===== src/rtl/calc_op_scheduler.sv =====
// Purpose: sequences one arithmetic command at a time: start pulse, wait for done (with timeout), range-check, latch display result.
// Latency: accept at E0 -> start in E0..E1; done sampled at Ed -> result_valid in Ed+1..Ed+2 (op>=4: result two cycles after accept).
// Backpressure: cmd_ready only in IDLE and never while clear is high; a single command is in flight at any time.
//
// Ports:
//   clk_fpga_100mhz, reset (async, active-low)
//   cmd_valid/cmd_ready/cmd_op/cmd_operand  command handshake from the interpreter
//   clear                                   synchronous abort; wins over a simultaneous command
//   unit_start/unit_operand/unit_done       one-hot start, held operand, per-unit done
//   res_sign/res_whole/res_frac             selected unit's result, valid with its done
//   output_number/output_sign/data_state    held display result (data_state: 0 input, 1 output, 2 error)
//   result_valid                            one-cycle pulse when the display result updates
//   busy                                    high in ISSUE, WAIT, CAPTURE
module calc_op_scheduler #(
    parameter int TIMEOUT_CYCLES = 1024,
    parameter int TIMER_W        = 10
) (
    input  logic        clk_fpga_100mhz,
    input  logic        reset,
    input  logic        cmd_valid,
    output logic        cmd_ready,
    input  logic [2:0]  cmd_op,
    input  logic [9:0]  cmd_operand,
    input  logic        clear,
    output logic [3:0]  unit_start,
    output logic [9:0]  unit_operand,
    input  logic [3:0]  unit_done,
    input  logic        res_sign,
    input  logic [6:0]  res_whole,
    input  logic [6:0]  res_frac,
    output logic [13:0] output_number,
    output logic        output_sign,
    output logic [1:0]  data_state,
    output logic        result_valid,
    output logic        busy
);

    typedef enum logic [1:0] {
        S_IDLE    = 2'd0,
        S_ISSUE   = 2'd1,
        S_WAIT    = 2'd2,
        S_CAPTURE = 2'd3
    } state_t;

    localparam logic [TIMER_W-1:0] TIMER_LAST = TIMER_W'(TIMEOUT_CYCLES - 1);

    state_t             state_q, state_d;
    logic [1:0]         op_q;        // only legal ops reach ISSUE/WAIT, so two bits suffice
    logic [9:0]         operand_q;
    logic               err_q;
    logic               sign_q;
    logic [6:0]         whole_q;
    logic [6:0]         frac_q;
    logic [TIMER_W-1:0] timer_q;

    logic               accept;
    logic               done_hit;
    logic               timeout_hit;
    logic               range_bad;
    logic [13:0]        number_calc;

    assign unit_operand = operand_q;
    assign busy         = (state_q != S_IDLE);
    assign range_bad    = err_q || (whole_q > 7'd99) || (frac_q > 7'd99);
    assign number_calc  = 14'(whole_q) * 14'd100 + 14'(frac_q);

    always_comb begin
        state_d     = state_q;
        cmd_ready   = 1'b0;
        unit_start  = 4'b0000;
        accept      = 1'b0;
        done_hit    = 1'b0;
        timeout_hit = 1'b0;
        case (state_q)
            S_IDLE: begin
                cmd_ready = !clear;
                if (cmd_valid && !clear) begin
                    accept  = 1'b1;
                    // illegal / no-op codes skip the units and report an error
                    state_d = (cmd_op <= 3'd3) ? S_ISSUE : S_CAPTURE;
                end
            end
            S_ISSUE: begin
                unit_start = 4'b0001 << op_q;
                state_d    = S_WAIT;
            end
            S_WAIT: begin
                done_hit    = unit_done[op_q];
                // a done arriving on the last timer cycle still counts as success
                timeout_hit = !done_hit && (timer_q == TIMER_LAST);
                if (done_hit || timeout_hit) begin
                    state_d = S_CAPTURE;
                end
            end
            S_CAPTURE: begin
                state_d = S_IDLE;
            end
            default: begin
                state_d = S_IDLE;
            end
        endcase
        if (clear) begin
            state_d    = S_IDLE;
            unit_start = 4'b0000;
        end
    end

    always_ff @(posedge clk_fpga_100mhz or negedge reset) begin
        if (!reset) begin
            state_q       <= S_IDLE;
            op_q          <= 2'd0;
            operand_q     <= 10'd0;
            err_q         <= 1'b0;
            sign_q        <= 1'b0;
            whole_q       <= 7'd0;
            frac_q        <= 7'd0;
            timer_q       <= '0;
            output_number <= 14'd0;
            output_sign   <= 1'b0;
            data_state    <= 2'd0;
            result_valid  <= 1'b0;
        end else begin
            state_q      <= state_d;
            result_valid <= 1'b0;
            if (clear) begin
                err_q         <= 1'b0;
                output_number <= 14'd0;
                output_sign   <= 1'b0;
                data_state    <= 2'd0;
            end else begin
                case (state_q)
                    S_IDLE: begin
                        if (accept) begin
                            op_q       <= cmd_op[1:0];
                            operand_q  <= cmd_operand;
                            err_q      <= (cmd_op > 3'd3);
                            data_state <= 2'd0;
                        end
                    end
                    S_ISSUE: begin
                        timer_q <= '0;
                    end
                    S_WAIT: begin
                        timer_q <= timer_q + TIMER_W'(1);
                        if (done_hit) begin
                            sign_q  <= res_sign;
                            whole_q <= res_whole;
                            frac_q  <= res_frac;
                        end
                        if (timeout_hit) begin
                            err_q <= 1'b1;
                        end
                    end
                    S_CAPTURE: begin
                        result_valid <= 1'b1;
                        if (range_bad) begin
                            data_state    <= 2'd2;
                            output_number <= 14'd0;
                            output_sign   <= 1'b0;
                        end else begin
                            data_state    <= 2'd1;
                            output_number <= number_calc;
                            output_sign   <= sign_q;
                        end
                    end
                    default: ;
                endcase
            end
        end
    end

endmodule


===== config.mk =====
export PLATFORM = sky130hd
export DESIGN_NAME = calc_op_scheduler
export DESIGN_NICKNAME = d
export VERILOG_FILES = /design/src/rtl/calc_op_scheduler.sv
export SDC_FILE = /design/constraint.sdc
export NUM_CORES = 1
export LEC_CHECK = 0
export BUFFER_PORTS_ARGS = -buffer_cell sky130_fd_sc_hd__buf_2
export CORE_MARGIN = 1.5
export CORE_UTILIZATION = 60
export DETAILED_ROUTE_END_ITERATION = 12
export GPL_TIMING_DRIVEN = 0
export PLACE_DENSITY = 0.85
export SETUP_SLACK_MARGIN = 0.02
export SYNTH_ARGS = -nofsm -noshare
export SYNTH_HDL_FRONTEND = slang
export SYNTH_SLANG_ARGS = --single-unit

===== constraint.sdc =====
create_clock -name clk_fpga_100mhz -period 7.63 [get_ports clk_fpga_100mhz]
set_input_delay 0.3815 -clock clk_fpga_100mhz [delete_from_list [all_inputs] [get_ports clk_fpga_100mhz]]
set_output_delay 0.3815 -clock clk_fpga_100mhz [all_outputs]
set_load 0.02 [all_outputs]

==> summary.md, run 1 <==
| Metric | Value |
|---|---|
| Run status | `finished, final reports clean` |
| CTS-repair resized insts | `0` |
| H-Tree Depth | `3` |
| Std cell rows | `27` |
| Multiplexer area fraction after synthesis | `9.774%` |
| Post-CTS setup buffers | `0` |
| Largest net degree at the start of global routing | `59` |
| R2R depth | `11` |
| CTS clk-pin slew, worst paths | `60 ps` |
| Mean Syn Cell Area | `10.98 um^2` |
| Power density cells | `499.2 mW/mm^2` |
| Hold buffer count at CTS | `0` |
| Most used flip-flop cell after synthesis | `dfrtp_1` |
| CORE AREA | `0.005608 mm^2` |
| Deepest clock path buffer count | `2` |
| Synthesized flop and latch total | `58` |
| Distinct cells, synth | `51` |
| MaxCap Viol Count | `0` |
| Drt first pass iters | `6` |
| Crit-path cells | `inv_1 > ha_1 > ha_1 > fa_1 > ha_1 > o21ai_0 > nor2_1 > nor4b_1 > nand4b_1 > xor2_1 > a22o_1` |
| Switch Pwr | `0.0009489 W` |
| Final Skew | `7.708 ps` |
| Warnings from Yosys | `0` |
| Synth Instances | `323` |
| Layout area overhead | `17.85%` |
| Synthesized cell area | `0.003546 mm^2` |
| Slowest cell on crit path | `nor4b_1` |
| CTS tree | `yes` |
| Req. time, crit path | `7860 ps` |
| CP endpoint kind | `register` |
| Final max-slew violation count | `0` |
| GPL Wtd Cong | `0.7738` |
| Largest stage delay, worst path | `600 ps` |
| Part of the power in registers | `24.2%` |
| # setup viols final | `0` |
| Gate power share | `62.4%` |
| Top cells by area, synth | `dfrtp_1 (41%), ha_1 (14%), mux2_2 (8.6%)` |
| Levels on crit path | `11` |
| Slew @ Worst Pin | `715.9 ps` |
| Setup ws final | `3978 ps` |
| Vias/cell | `5.760` |
| Placed inst area | `0.003981 mm^2` |
| Share of the clock period used by the worst path | `47.86%` |
| DR vias | `2765` |
| Final WL | `7288 um` |
| Worst skew pair latency | `350 ps` |
| Leading cell type in the layout, fill and taps excluded | `buf_2` |
| Clock buffer count from CTS | `9` |
| Remaining antenna violation count | `0` |
| Die height | `79.88 um` |
| Simple-gate share of the synthesized area | `13.09%` |
| Cell-internal power | `0.001137 W` |
| Crit-path leading delay family | `adder cells` |
| CP Class | `register to register` |
| Root Driver | `clkbuf_8` |
| Hold Fails Final Rpt | `0` |
| Post-detail-place hpwl | `5534 um` |
| IO Pins | `70` |
| Area of the die | `0.006380 mm^2` |
| Most frequent cells in the layout | `buf_2 (69), dfrtp_1 (58), ha_1 (41)` |
| Fill cells | `423` |
| CTS Sinks | `58` |
| Initial Util | `63.23%` |
| ANT cells | `0` |
| Adder-cell share of the synthesized area | `16.16%` |
| Wirelength per Cell | `15.18 um` |
| First-pass GRT wire length | `12140 um` |
| Die width | `79.88 um` |
| Rel. slew slack | `52.27%` |
| Worst hold path type | `input port to async pin` |
| Net count after synthesis | `403` |
| Total gr overflow | `0` |
| Sw frac | `45.49%` |
| Synth area leader | `dfrtp_1` |
| DR DRC count | `0` |
| RSZ-0062 raised after global routing | `no` |
| Complex-gate fraction of the synthesized area | `13.69%` |
| Synth Area in XOR/XNOR | `4.199%` |
| Number of flops mapped to enable cells by yosys | `0` |
| P_leak | `2.101 nW` |
| Power, Total | `0.002086 W` |
| Final min period | `3652 ps` |
| Cell mode on critical path | `ha_1` |
| Number of global-route vias before repair | `2693` |
| Final setup TNS | `0 ps` |
| DR iter-0 viols | `138` |
| Nets | `483` |
| Yosys top cell area share | `40.93%` |
| Worst Path Buf+Inv | `1` |
| Maximum vdd drop | `329.1 uV` |
| Layout cell share with drive strength beyond 1 | `29.90%` |
| Place WS | `4018 ps` |
| Initial antenna violation count | `0` |
| Final Cell Area | `0.004179 mm^2` |
| Storage element area | `0.001451 mm^2` |
| Multi-input logic area | `0.002018 mm^2` |
| Gr usage total | `25.03%` |
| Post-synthesis sequential area ratio | `40.93%` |
| Fraction of registers with async set/reset | `100.0%` |
| Clock group share of total power | `13.4%` |
| CP Data Arrival Time | `3890 ps` |
| CP max FO | `6` |
| Maximum clock frequency | `273.9 MHz` |
| Finished Core Util | `74.52%` |
| Largest family of logic cells by synthesized area | `adder cells` |
| Buffers added on ports | `69` |
| Critical path launch point type | `register` |
==> layer usage <==
layer / wire length (um) / GRT usage, % / part of all wire (%)
met1: 3318 / 32.00 / 46
met2: 3376 / 39.32 / 46
met3: 458 / 7.886 / 6.3
met4: 134 / 10.34 / 1.8
met5: 0 / 0 / 0
==> logic make-up after synthesis <==
family | count (synthesis)
compound gates | 67
xor+xnor | 17
fa+ha+maj | 44
buf+inv | 20
flops | 58
mux | 30
simple gates | 87
==> registers in the layout (all words and copies together), names as in the netlist, 2 cells and up <==
name	flops
output_number	14
timer_q	10
unit_operand	10
frac_q	7
whole_q	7
data_state	2
op_q	2
state_q	2
==> worst paths after layout <==
check / to / slack [ps] / start
hold reg to reg: output_number[9] / 480 / output_number[9]
min in group clk_fpga_100mhz: whole_q[2] / 260 / res_whole[2]
setup / recovery: output_number[12] / 3980 / whole_q[2]
hold / removal: output_number[10] / 80 / reset
setup reg to reg: output_number[12] / 3980 / whole_q[2]
max in group asynchronous: whole_q[1] / 7060 / reset
==> cell usage after synthesis, drive strengths merged, types with 2 or more instances <==
cell type and instances:
nor2b 6, a211oi 4, a2111o 2, a211o 2
o21ai 21, o211ai 3, nor4b 3, nand3 6
a22oi 2, xnor2 7, nand2 20, fa 3
a221oi 2, nor3b 3, nor4bb 2, dfrtp 58
clkbuf 3, inv 16, or3 4, mux2 27
a21o 5, mux2i 2, xor2 10, nor2 26
ha 41, or2 2, nand2b 4, a22o 8
a21oi 9, nand4 5
==> layout make-up <==
cell class	count	area share [%]
Clock inverter	5	1.287
Buffer	4	0.3892
Inverter	16	1.437
Tap cell	72	2.156
Multi-Input combinational cell	245	48.29
Clock buffer	11	3.383
Sequential cell	58	34.73
Timing Repair Buffer	69	8.323
==> per-stage QoR <==
step                      hold slack [ps]  cells
after CTS                           249.1    480
after floorplan                     85.91    323
after global routing                146.7    480
after detailed placement            471.4    464
final                               83.69    480
after global placement              464.6    464
==> worst reg2reg max path, stage by stage, from the launching register on <==
cell,delay [ps]
dfrtp_1,470
inv_1,100
ha_1,310
ha_1,320
fa_1,460
ha_1,350
o21ai_0,210
nor2_1,100
nor4b_1,600
nand4b_1,200
xor2_1,200
a22o_1,220
==> power by group through the flow <==
stage / Combinational (W) / Sequential [W] / Clock, W
after floorplan: 0.000958 / 0.000535 / 0
after global placement: 0.00123 / 0.000500 / 0
after detailed placement: 0.00128 / 0.000509 / 0
after CTS: 0.00130 / 0.000506 / 0.000287
after global routing: 0.00145 / 0.000520 / 0.000300
final: 0.00130 / 0.000506 / 0.000279
(Power assumes the default switching activity.)
==> run 2: changes to the inputs <==
- CORE_UTILIZATION: 60 -> 56
- PLACE_DENSITY: 0.85 -> 0.8
- clock period: 7.63 -> 3.6 ns (I/O delays scaled with it)
==> run 2 against run 1 <==
Critical endpoint is now output_number[13]. Core utilization down 4.2 points. Via count decreased by 1.3%. Clock power grew 140%. Sequential power grew 110%. Final cell count increased by 0.83%.
==> summary.md, run 2 (synthesis results as in run 1) <==
| Metric | Value |
|---|---|
| CP endpoint kind | `register` |
| Final WL | `7290 um` |
| Leading cell type in the layout, fill and taps excluded | `buf_2` |
| Worst Path Buf+Inv | `1` |
| Cell mode on critical path | `ha_1` |
| Initial antenna violation count | `0` |
| M1 GR Usage | `28.76%` |
| Biggest register | `output_number` |
| MaxCap Viol Count | `0` |
| CP Data Arrival Time | `3670 ps` |
| Final max-slew violation count | `0` |
| Worst skew pair latency | `330 ps` |
| Gr usage total | `22.56%` |
| RSZ-0062 raised after global routing | `yes` |
| Final Skew | `7.064 ps` |
| Largest stage delay, worst path | `460 ps` |
| Met2 GRT Util | `36.75%` |
| CP max FO | `5` |
| Post-detail-place hpwl | `5507 um` |
| Share of the clock period used by the worst path | `94.59%` |
| Post-CTS setup buffers | `0` |
| Slowest cell on crit path | `fa_1` |
| Number of global-route vias before repair | `2576` |
| Worst hold path type | `input port to register` |
| Global routing usage on met3 | `5.165%` |
| Part of the power in registers | `23.6%` |
| Power density cells | `1071 mW/mm^2` |
| Rel. slew slack | `53.16%` |
| Layout area overhead | `19.44%` |
| Run status | `finished, final reports clean` |
| ANT cells | `0` |
| Cell-internal power | `0.002519 W` |
| Place WS | `60.07 ps` |
| Layout cell share with drive strength beyond 1 | `30.56%` |
| First-pass GRT wire length | `11370 um` |
| Final min period | `3405 ps` |
| Maximum clock frequency | `293.7 MHz` |
| Total gr overflow | `0` |
| Fin cells | `484` |
| Wirelength per Cell | `15.06 um` |
| P_leak | `2.118 nW` |
| Multi-input logic area | `0.002024 mm^2` |
| Storage element area | `0.001454 mm^2` |
| CTS clk-pin slew, worst paths | `70 ps` |
| CTS Sinks | `58` |
| CTS tree | `yes` |
| Final setup TNS | `0 ps` |
| H-Tree Depth | `3` |
| Most used routing layer in global routing | `met2` |
| Std cell rows | `28` |
| Fill cells | `439` |
| GPL Wtd Cong | `0.8520` |
| Largest register FFs | `14` |
| Setup ws final | `194.7 ps` |
| Area of the die | `0.006819 mm^2` |
| # setup viols final | `0` |
| Hold Fails Final Rpt | `0` |
| Gate power share | `61.4%` |
| Root Driver | `clkbuf_8` |
| Clock buffer count from CTS | `9` |
| Final Cell Area | `0.004235 mm^2` |
| Deepest clock path buffer count | `2` |
| Placed cells | `467` |
| Slew @ Worst Pin | `702.7 ps` |
| Die width | `82.58 um` |
| Drt first pass iters | `4` |
| Placed inst area | `0.003985 mm^2` |
| Req. time, crit path | `3870 ps` |
| Crit-path cells | `inv_1 > ha_1 > ha_1 > fa_1 > ha_1 > o21ai_1 > o21ai_0 > a21o_1 > a2111o_1 > a2111o_1 > nand3_1` |
| Clock group share of total power | `15.0%` |
| Buffers added on ports | `69` |
| IO Pins | `70` |
| Initial Util | `58.85%` |
| Critical path launch point type | `register` |
| Sw frac | `44.49%` |
| Maximum vdd drop | `558.3 uV` |
| DR DRC count | `0` |
| Switch Pwr | `0.002019 W` |
| Die height | `82.58 um` |
| Power, Total | `0.004538 W` |
| DR iter-0 viols | `136` |
| Vias/cell | `5.640` |
| Remaining antenna violation count | `0` |
| Most frequent cells in the layout | `buf_2 (69), dfrtp_1 (56), ha_1 (41)` |
| Crit-path leading delay family | `adder cells` |
| DR vias | `2730` |
| Largest net degree at the start of global routing | `59` |
| CP Class | `register to register` |
| CORE AREA | `0.006026 mm^2` |
| Nets | `484` |
==> run 2: layout make-up <==
type	instances	share of cell area, %
sequential	58	34.33
clock buffer	12	3.663
clock inverter	4	1.743
inverter	16	1.418
timing repair buffer	70	8.449
multi-input combinational	245	47.80
tap	75	2.216
buffer	4	0.3840
==> run 2: final timing paths <==
kind	startpoint	end	slack, ps	cells past startpoint
worst max-delay path	whole_q[3]	output_number[13]	190	11
worst min-delay path	cmd_operand[4]	unit_operand[4]	70	2
worst max register to register	whole_q[3]	output_number[13]	190	11
worst min register to register	output_number[8]	output_number[8]	470	2
max in group asynchronous	reset	whole_q[3]	2650	2
min in group asynchronous	reset	timer_q[6]	440	2
==> run 2: power groups by stage <==
stage | Clock, W | Combinational (W) | Sequential, W
after floorplan | 0 | 0.00203 | 0.00113
final | 0.000682 | 0.00278 | 0.00107
after detailed placement | 0 | 0.00270 | 0.00108
after global placement | 0 | 0.00262 | 0.00106
after CTS | 0.000692 | 0.00274 | 0.00107
after global routing | 0.000719 | 0.00310 | 0.00110
==> run 2: worst reg2reg max path, cell delays in order, from the launching register on <==
cell      delay, ps
dfrtp_2         450
inv_1           120
ha_1            240
ha_1            320
fa_1            460
ha_1            360
o21ai_1         160
o21ai_0         140
a21o_1          190
a2111o_1        410
a2111o_1        410
nand3_1          80
==> run 2: what timing repair did <==
| item | 4_1_cts | 5_1_grt |
|---|---|---|
| hold buffers | 0 | 1 |
| gates resized for setup | 0 | 4 |
| endpoints found under the hold margin | 0 | 58 |
| setup endpoints to repair | 0 | 4 |
==> run 2: metrics by stage <==
| step | hold slack, ps | utilization [%] |
|---|---|---|
| after floorplan | -115.6 | - |
| after global placement | 411.0 | 66.13 |
| after detailed placement | 415.8 | 66.13 |
| after CTS | 60.19 | 69.93 |
| after global routing | 62.45 | 70.29 |
| final | 70.99 | 70.29 |
==> run 2: layer usage <==
metal | part of all wire [%] | vias up | wire length [um]
met3 | 5.3 | 8 | 384
met5 | 0 | - | 0
met1 | 46 | 1316 | 3338
li1 | - | 1337 | -
met4 | 1.2 | 0 | 87
met2 | 48 | 69 | 3479
==> run 3: changes to the inputs <==
- CORE_UTILIZATION: 56 -> 60
- PLACE_DENSITY: 0.8 -> 0.85
- clock period: 3.6 -> 4.3 ns (I/O delays scaled with it)
==> run 3 against run 2 <==
Non-clock buffer count unchanged. Largest cell class unchanged. Worst setup slack improved by 450 ps. Largest power group unchanged. Clock power down 27%. Highest routed layer unchanged. Die area shrank 6.4%. Global-route usage is 2.5 points higher. Worst hold slack gained 26 ps.
==> summary.md, run 3 (synthesis results as in run 1) <==
| Metric | Value |
|---|---|
| Routed wl met2 | `3383 um` |
| CP endpoint kind | `register` |
| CTS tree | `yes` |
| CTS clk-pin slew, worst paths | `60 ps` |
| Buffers added on ports | `69` |
| MaxCap Viol Count | `0` |
| Final Skew | `7.761 ps` |
| Final min period | `3651 ps` |
| DR iter-0 viols | `118` |
| Slowest cell on crit path | `nor4b_1` |
| Crit-path leading delay family | `adder cells` |
| CORE AREA | `0.005608 mm^2` |
| Multi-input logic area | `0.002018 mm^2` |
| Storage element area | `0.001451 mm^2` |
| Die width | `79.88 um` |
| Maximum clock frequency | `273.9 MHz` |
| Largest register FFs | `14` |
| GPL Wtd Cong | `0.7738` |
| Rel. slew slack | `52.20%` |
| Crit-path cells | `inv_1 > ha_1 > ha_1 > fa_1 > ha_1 > o21ai_0 > nor2_1 > nor4b_1 > nand4b_1 > xor2_1 > a22o_1` |
| Layout cell share with drive strength beyond 1 | `29.83%` |
| Std cell rows | `27` |
| CP max FO | `6` |
| Cell mode on critical path | `ha_1` |
| R2R depth | `11` |
| P_leak | `2.105 nW` |
| Final max-slew violation count | `0` |
| # setup viols final | `0` |
| Largest net degree at the start of global routing | `59` |
| H-Tree Depth | `3` |
| Worst Path Buf+Inv | `1` |
| Nets | `484` |
| Final setup TNS | `0 ps` |
| Number of global-route vias before repair | `2693` |
| DR vias | `2770` |
| Highest metal used | `met4` |
| Levels on crit path | `11` |
| Deepest clock path buffer count | `2` |
| Wirelength per Cell | `15.16 um` |
| CTS Sinks | `58` |
| Clock buffer count from CTS | `9` |
| Leading cell type in the layout, fill and taps excluded | `buf_2` |
| Vias/cell | `5.759` |
| Finished Core Util | `74.70%` |
| RSZ-0062 raised after global routing | `no` |
| Final WL | `7293 um` |
| CP Data Arrival Time | `3890 ps` |
| Setup ws final | `649.1 ps` |
| Root Driver | `clkbuf_8` |
| IO Pins | `70` |
| Share of the clock period used by the worst path | `84.91%` |
| Place WS | `688.3 ps` |
| Worst skew pair latency | `350 ps` |
| Met3 Wirelength | `465 um` |
| Layout area overhead | `18.14%` |
| Most frequent cells in the layout | `buf_2 (69), dfrtp_1 (58), ha_1 (41)` |
| CP Class | `register to register` |
| Initial antenna violation count | `0` |
| Remaining antenna violation count | `0` |
| Worst hold path type | `input port to register` |
| Fill cells | `423` |
| Critical path launch point type | `register` |
| Hold Fails Final Rpt | `0` |
| Maximum vdd drop | `583.1 uV` |
| Total gr overflow | `0` |
| Run status | `finished, final reports clean` |
| WL met1 | `3310 um` |
| CTS-repair resized insts | `0` |
| Initial Util | `63.23%` |
| Die height | `79.88 um` |
| DR DRC count | `0` |
| Largest stage delay, worst path | `600 ps` |
| Hold path cells | `2` |
| Post-detail-place hpwl | `5534 um` |
| Gr usage total | `25.03%` |
| Power density cells | `883.7 mW/mm^2` |
| Req. time, crit path | `4540 ps` |
| Drt first pass iters | `4` |
| First-pass GRT wire length | `12140 um` |
| Area of the die | `0.006380 mm^2` |
| ANT cells | `0` |
| Slew @ Worst Pin | `717.0 ps` |
| Biggest register | `output_number` |
## run 3: changes by cell type in the layout (fill, tap and decap cells not counted)
| cell | change |
|---|---|
| clkinv_2 | +2 |
| clkbuf_8 | -1 |
| o21ai_0 | +1 |
| o21ai_1 | -1 |
| nor4b_2 | -1 |
| dfrtp_2 | -2 |
| nor4b_1 | +1 |
| dfrtp_1 | +2 |
| bufinv_16 | -1 |
## run 3: final timing paths
path | from | end | slack, ps
min in group asynchronous | reset | output_number[10] | 460
worst max register to register | whole_q[2] | output_number[12] | 650
max in group asynchronous | reset | whole_q[1] | 3360
worst min-delay path | res_whole[2] | whole_q[2] | 100
worst max-delay path | whole_q[2] | output_number[12] | 650
worst min register to register | output_number[9] | output_number[9] | 480
## run 3: repair_timing
| item | CTS | global route |
|---|---|---|
| hold endpoints to repair | 0 | 23 |
| hold buffers | 0 | 1 |
| buffers inserted | 0 | 0 |
## run 3: per-stage QoR
step / cell area [um^2] / hold slack (ps) / std cells / total power [W]
after floorplan: 3546 / -80.59 / 323 / 0.002650
after global placement: 3981 / 445.2 / 464 / 0.003071
after detailed placement: 3981 / 450.3 / 464 / 0.003181
after CTS: 4177 / 82.65 / 480 / 0.003710
after global routing: 4189 / 84.34 / 481 / 0.004028
final: 4189 / 97.39 / 481 / 0.003702
## run 3: worst reg2reg max path, stage by stage (launching register included)
cell      delay, ps
dfrtp_1         470
inv_1           100
ha_1            310
ha_1            320
fa_1            460
ha_1            350
o21ai_0         210
nor2_1          100
nor4b_1         600
nand4b_1        200
xor2_1          200
a22o_1          220
## run 3: where the power goes
| part | switching, W | leakage [nW] | internal [W] |
|---|---|---|---|
| clock | 0.000215 | 0.103 | 0.000281 |
| combinational | 0.00129 | 1.25 | 0.00102 |
| sequential | 0.000179 | 0.752 | 0.000719 |
## run 3: area by class of cell
| cell class | instances | share of cell area [%] |
|---|---|---|
| flip-flops and latches | 58 | 34.65 |
| clock buffers | 11 | 3.375 |
| plain buffers | 4 | 0.3883 |
| well taps | 72 | 2.151 |
| clock inverters | 5 | 1.284 |
| inverters | 16 | 1.434 |
| repair buffers | 70 | 8.542 |
| multi-input cells | 245 | 48.18 |
## run 3: layer usage
layer / track usage [%] / vias to the layer above
li1: - / 1334
met1: 32.00 / 1320
met2: 39.32 / 101
met3: 7.886 / 15
met4: 10.34 / 0
met5: 0 / -
